File: config.mk
export PLATFORM = sky130hd
export DESIGN_NAME = nd_stream_tagger
export DESIGN_NICKNAME = d
export VERILOG_FILES = /design/src/rtl/nd_pkg.sv /design/src/rtl/nd_stream_tagger_adder.sv /design/src/rtl/nd_stream_tagger.sv
export SDC_FILE = /design/constraint.sdc
export NUM_CORES = 1
export LEC_CHECK = 0
export BUFFER_PORTS_ARGS = -buffer_cell sky130_fd_sc_hd__clkbuf_2
export CAP_MARGIN = 20
export CORE_ASPECT_RATIO = 0.75
export CORE_MARGIN = 5
export CORE_UTILIZATION = 30
export DETAILED_ROUTE_END_ITERATION = 16
export GPL_TIMING_DRIVEN = 0
export HOLD_SLACK_MARGIN = 0.08
export SETUP_SLACK_MARGIN = 0.4
export SLEW_MARGIN = 10
export SYNTH_ARGS = -nofsm -noshare
export SYNTH_HDL_FRONTEND = slang
export SYNTH_SLANG_ARGS = --single-unit
File: constraint.sdc
create_clock -name i_clk -period 3.5 [get_ports i_clk]
set_input_delay 0.35 -clock i_clk [delete_from_list [all_inputs] [get_ports i_clk]]
set_output_delay 0.35 -clock i_clk [all_outputs]
set_load 0.02 [all_outputs]
File: src/rtl/nd_pkg.sv
// Shared types for the ND index stepper family: tagger FSM states and a default-size index vector.
package nd_pkg;

   typedef enum logic [1:0] {IDLE, RUN, DRAIN} nd_tag_state_t;

   localparam int unsigned ND_BW  = 8;
   localparam int unsigned ND_DIM = 2;

   // Element i is dimension i; dimension ND_DIM-1 is innermost.
   typedef logic [ND_DIM-1:0][ND_BW-1:0] nd_idx_t;

endpackage

File: src/rtl/nd_stream_tagger_adder.sv
// ND adder: advances an index vector by one step, wrapping each dimension to its begin on end-match.
// o_sel_end is one-hot: bit j set when exactly the j innermost dimensions wrapped.
module nd_stream_tagger_adder #(
   parameter int unsigned BW          = 8,
   parameter int unsigned DIM         = 2,
   parameter bit          UNIT_STRIDE = 1'b0,
   parameter bit          FROM_ZERO   = 1'b0
) (
   input  logic [DIM-1:0][BW-1:0] i_cur,
   input  logic [DIM-1:0][BW-1:0] i_beg,
   input  logic [DIM-1:0][BW-1:0] i_end,
   input  logic [DIM-1:0][BW-1:0] i_stride,
   input  logic                   i_restart,
   output logic [DIM-1:0][BW-1:0] o_nxt,
   output logic [DIM:0]           o_sel_end
);

   // carry[k]: the k innermost dimensions all wrapped
   logic [DIM:0]    carry;
   logic [BW-1:0]   step;
   logic [BW-1:0]   sum;
   logic [BW-1:0]   base;

   always_comb begin
      carry    = '0;
      carry[0] = 1'b1;
      o_nxt    = i_cur;
      step     = '0;
      sum      = '0;
      base     = '0;
      for (int k = 0; k < DIM; k++) begin
         step = UNIT_STRIDE ? BW'(1) : i_stride[DIM-1-k];
         base = FROM_ZERO ? '0 : i_beg[DIM-1-k];
         sum  = i_cur[DIM-1-k] + step;
         if (i_restart) begin
            o_nxt[DIM-1-k] = base;
         end else if (carry[k]) begin
            o_nxt[DIM-1-k] = (sum == i_end[DIM-1-k]) ? base : sum;
         end
         carry[k+1] = carry[k] & (sum == i_end[DIM-1-k]);
      end
   end

   always_comb begin
      o_sel_end = '0;
      for (int j = 0; j < DIM; j++) begin
         o_sel_end[j] = carry[j] & ~carry[j+1];
      end
      o_sel_end[DIM] = carry[DIM];
   end

endmodule

File: src/rtl/nd_stream_tagger.sv
// Tags each beat of a flat stream with its ND position inside a configured box,
// plus begin/end one-hot flags; one register slot between src and dst.
module nd_stream_tagger #(
   parameter int unsigned BW  = 8,
   parameter int unsigned DIM = 2,
   parameter int unsigned DBW = 32
) (
   input  logic                   i_clk,
   input  logic                   i_rst,
   input  logic                   i_cfg_rdy,
   output logic                   o_cfg_ack,
   input  logic [DIM-1:0][BW-1:0] i_cfg_beg,
   input  logic [DIM-1:0][BW-1:0] i_cfg_end,
   input  logic [DIM-1:0][BW-1:0] i_cfg_stride,
   input  logic                   i_src_rdy,
   output logic                   o_src_ack,
   input  logic [DBW-1:0]         i_src_dat,
   output logic                   o_dst_rdy,
   input  logic                   i_dst_ack,
   output logic [DBW-1:0]         o_dst_dat,
   output logic [DIM-1:0][BW-1:0] o_dst_idx,
   output logic [DIM:0]           o_dst_sel_beg,
   output logic [DIM:0]           o_dst_sel_end,
   output logic                   o_dst_last,
   output logic                   o_done
);

   import nd_pkg::*;

   nd_tag_state_t           state;
   logic [DIM-1:0][BW-1:0]  cfg_beg;
   logic [DIM-1:0][BW-1:0]  cfg_end;
   logic [DIM-1:0][BW-1:0]  cfg_stride;
   logic [DIM-1:0][BW-1:0]  cur;
   logic [DIM-1:0][BW-1:0]  nxt;
   logic [DIM:0]            sel_end_nxt;
   logic [DIM:0]            sel_beg_next;
   logic [DIM:0]            sel_first;
   logic                    cfg_empty;
   logic                    src_fire;
   logic                    dst_fire;

   assign sel_first = {1'b1, {DIM{1'b0}}};

   always_comb begin
      cfg_empty = 1'b0;
      for (int i = 0; i < DIM; i++) begin
         if (i_cfg_beg[i] == i_cfg_end[i]) cfg_empty = 1'b1;
      end
   end

   // o_done doubles as the pending-done flag so a new box cannot start under a pulse.
   assign o_cfg_ack  = i_cfg_rdy & (state == IDLE) & ~i_rst & ~o_done;
   assign o_src_ack  = (state == RUN) & (~o_dst_rdy | i_dst_ack);
   assign src_fire   = o_src_ack & i_src_rdy;
   assign dst_fire   = o_dst_rdy & i_dst_ack;
   assign o_dst_last = o_dst_sel_end[DIM];

   nd_stream_tagger_adder #(
      .BW          (BW),
      .DIM         (DIM),
      .UNIT_STRIDE (1'b0),
      .FROM_ZERO   (1'b0)
   ) u_adder (
      .i_cur     (cur),
      .i_beg     (cfg_beg),
      .i_end     (cfg_end),
      .i_stride  (cfg_stride),
      .i_restart (1'b0),
      .o_nxt     (nxt),
      .o_sel_end (sel_end_nxt)
   );

   always_ff @(posedge i_clk) begin
      if (i_rst) begin
         state     <= IDLE;
         o_dst_rdy <= 1'b0;
         o_done    <= 1'b0;
         cur       <= '0;
      end else begin
         o_done <= 1'b0;
         unique case (state)
            IDLE: begin
               if (o_cfg_ack) begin
                  cur <= i_cfg_beg;
                  if (cfg_empty) o_done <= 1'b1;
                  else           state  <= RUN;
               end
            end
            RUN: begin
               if (src_fire) begin
                  cur       <= nxt;
                  o_dst_rdy <= 1'b1;
                  if (sel_end_nxt[DIM]) state <= DRAIN;
               end else if (dst_fire) begin
                  o_dst_rdy <= 1'b0;
               end
            end
            DRAIN: begin
               if (dst_fire) begin
                  o_dst_rdy <= 1'b0;
                  o_done    <= 1'b1;
                  state     <= IDLE;
               end
            end
            default: state <= IDLE;
         endcase
      end
   end

   always_ff @(posedge i_clk) begin
      if (o_cfg_ack) begin
         cfg_beg      <= i_cfg_beg;
         cfg_end      <= i_cfg_end;
         cfg_stride   <= i_cfg_stride;
         sel_beg_next <= sel_first;
      end
      if (src_fire) begin
         o_dst_dat     <= i_src_dat;
         o_dst_idx     <= cur;
         o_dst_sel_beg <= sel_beg_next;
         o_dst_sel_end <= sel_end_nxt;
         sel_beg_next  <= sel_end_nxt;
      end
   end

endmodule

==> flow_summary.toml <==
[outcome]
run_status = "finished, final reports clean"

[global_routing]
grt_most_used_layer = "met2"
grt_max_degree = 40
track_usage = 0.145
gr-total-overflow = 0
gr-usage-met2 = 0.213
grt_use_met3 = 0.0569
grt_pass1_wl_um = 24200
antenna_found_initial = 0
grt.met1_usage = 0.198
first_global_vias = 4317

[critical_path]
path_class = "register to register"
crit_required_ns = 3.76
reg2reg_depth = 11
reg2reg_slack_ns = 0.21
cp-end-kind = "register"
critPathArrivalTime_ns = 3.55
startpoint = "cfg_stride[8]$_DFFE_PP_"
crit_slowest_cell = "or4_4"
crit_path_start_kind = "register"
critPathCapture = "cur[8]$_SDFFE_PP0P_"
cp_max_fo = 3
worst_path_largest_cell_delay_ns = 0.59
r2r-end = "cur[8]$_SDFFE_PP0P_"
rr_startpoint = "cfg_stride[8]$_DFFE_PP_"
crit_chain = "ha_4 > fa_2 > xor2_2 > xnor2_2 > o2111ai_1 > or4_4 > buf_4 > buf_6 > o41a_4 > a211oi_4 > o41ai_2"

[power_and_ir_drop]
p_seq_frac = 0.354
p_int_mw = 3.78
power_frac_comb = 0.312
peakVddDrop_mv = 0.362
cellPowerDensity_nw_per_um2 = 693
p_leak_nw = 3.07
p_clk_frac = 0.334
p_sw_frac = 0.317
switchingPower_mw = 1.75
total_power_mw = 5.53

[cells_and_area]
nNetsFinal = 716
final_cells = 872
final_cell_mix = "143 x clkbuf_2, 105 x edfxtp_1, 27 x xnor2_1"
final_common_cell = "clkbuf_2"
area_growth_pct = 39.0
finish.instance_area_um2 = 7980
drive_above_1_share = 0.413
n_fill_cell = 1715

[job]
cap_viol_max_count = 0

[floorplan]
start_util = 0.307
num_rows = 43
fp.dieArea_um2 = 22000
core_area_um2 = 18700
num_io_pins = 144
chipWidth_um = 170
die_y_um = 130

[route]
vias_per_cell = 5.00
drt-initial-drc-count = 323
post-route-drc-count = 0
vias = 4359
wire_per_inst_um = 18.7
routed_wl_um = 16300
antenna_left = 0
first_pass_iters = 5

[sta]
setup_viol = 0
hold_viol_final = 0
fmax_mhz = 304
slew_viol_final = 0
min_period_ns = 3.29
fin_setup_tns_ns = 0
fin_crit_sh = 0.941
worst_pin_slew_ns = 0.977
rsz0062_at_grt = "yes"
fin_skew_ns = 0.0113
relSlewSlack = 0.344

[place]
place.gp.congestion = 0.916
placed_cells = 812
dp.final_hpwl_um = 11900
port_buffers = 143
post_dp_cell_area_um2 = 6810

[clock_network]
htreeDepth = 4
clock_latency_ns = 0.42
cts.path.max_buffers = 2
root_buffer = "clkbuf_16"
hold_buffers = 0
cts_tree = "done"
clock_sinks = 125
path_clk_slew_ns = 0.05
numCtsBuffers = 17

[logic_synthesis]
synth_flop_cell = "edfxtp_1"
postSynthAreaPerCell_um2 = 13.7
synth-seq-area-share = 0.619
synth_nets = 524
synthCells = 420
synth_edf_count = 105
synth.distinct_cells = 70
yosysWarnings = 0
async_reset_ff_frac = 0
syn_area_um2 = 5740
ys_ff_latch = 125

[worst_hold_path]
hold_path.startpoint = "i_cfg_stride[6]"
hp-class = "input port to register"
## state kept, by name, indices dropped and copies added (netlist names)
signal	flops
o_dst_sel_beg	3
o_dst_idx	16
cfg_stride	16
cur	16
cfg_beg	16
state	2
o_dst_dat	32
cfg_end	16
o_dst_rdy	1
o_done	1
sel_beg_next	3
o_dst_sel_end	3
## worst min path at each step
| stage | end | slack (ns) | cells after the start |
|---|---|---|---|
| detailed placement | o_dst_sel_beg[2]$_DFFE_PP_ | 0.41 | 0 |
| finish | cfg_stride[6]$_DFFE_PP_ | 0.11 | 1 |
| CTS | o_dst_dat[28]$_DFFE_PP_ | 0.09 | 1 |
| floorplan | o_dst_sel_beg[0]$_DFFE_PP_ | 0.40 | 0 |
| global route | o_dst_dat[24]$_DFFE_PP_ | 0.09 | 1 |
| global placement | o_dst_sel_beg[1]$_DFFE_PP_ | 0.41 | 0 |
## Yosys cell counts, types with 5 or more instances
library cell  instances  share of area
a21oi_1              14          0.012
inv_1                13         0.0085
dfxtp_1              20          0.070
a211oi_1              7         0.0092
mux2i_1               6          0.010
o41ai_1               6         0.0092
edfxtp_1            105           0.55
a41oi_1               6         0.0092
ha_1                 17          0.037
nand3_1              12          0.010
o32ai_1               7          0.011
xor2_1               12          0.018
nand2_1              18          0.012
clkbuf_1              9         0.0059
o2111ai_1             7          0.011
o21ai_0               8         0.0070
nor3_1               12          0.010
nor2_1               23          0.015
nand4_1               6         0.0065
and3_1                5         0.0054
xnor2_1              29          0.044
## critical path: cells and delay by family (launching register included)
family | cells | cell delay, ns
AOI/OAI and AO/OA | 4 | 0.89
xor gates and xnor gates | 2 | 0.41
adders and majority gates | 2 | 0.55
buffers and inverters | 2 | 0.27
DFF | 1 | 0.42
and+or+nand+nor | 1 | 0.59
## repair_timing
action / in CTS / in global routing
pin swaps: 22 / 20
setup endpoints to repair: 24 / 24
resized for setup: 28 / 32
setup buffers: 16 / 12
endpoints found under the hold margin: 0 / 0
## stage by stage
stage                     hold WS [ns]  setup WS [ns]   util
after floorplan                  0.400          0.169      -
after global routing            0.0891          0.143  0.427
after CTS                       0.0909          0.158  0.414
after detailed placement         0.406         -0.288  0.365
final                            0.106          0.207  0.428
after global placement           0.408         -0.562  0.363
## kinds of logic after synthesis
| logic type | Yosys count | synth area share |
|---|---|---|
| XOR/XNOR | 44 | 0.0748 |
| AND/OR/NAND/NOR | 104 | 0.0998 |
| adder cells (fa/ha/maj) | 19 | 0.0440 |
| AO/OA/AOI/OAI | 92 | 0.127 |
| buffers and inverters | 30 | 0.0253 |
| multiplexers | 6 | 0.0105 |
| flip-flops | 125 | 0.619 |
## routing by layer
metal | part of all wire | vias to the layer above
met5 | 0 | -
met4 | 0.012 | 0
met3 | 0.094 | 16
met2 | 0.43 | 181
met1 | 0.46 | 2119
li1 | - | 2043
## power groups by stage
stage          clock [mW]  sequential, mW  combinational, mW
3_5_place_dp            0            1.98               1.44
4_1_cts              1.88            1.96               1.58
3_3_place_gp            0            1.99               1.40
6_report             1.85            1.96               1.73
5_1_grt              1.96            1.98               1.86
2_1_floorplan           0            2.05              0.916
## layout make-up
cell class	count	area, um^2	share of cell area
antenna	1	2.50	0.000314
clock inverter	10	170	0.0213
tap	247	309	0.0387
inverter	14	52.6	0.00658
timing repair buffer	173	1020	0.128
clock buffer	21	440	0.0552
sequential	125	3550	0.445
buffer	16	98.8	0.0124
multi-input combinational	265	2330	0.292
Note: power is estimated with default switching activity, not from simulation.
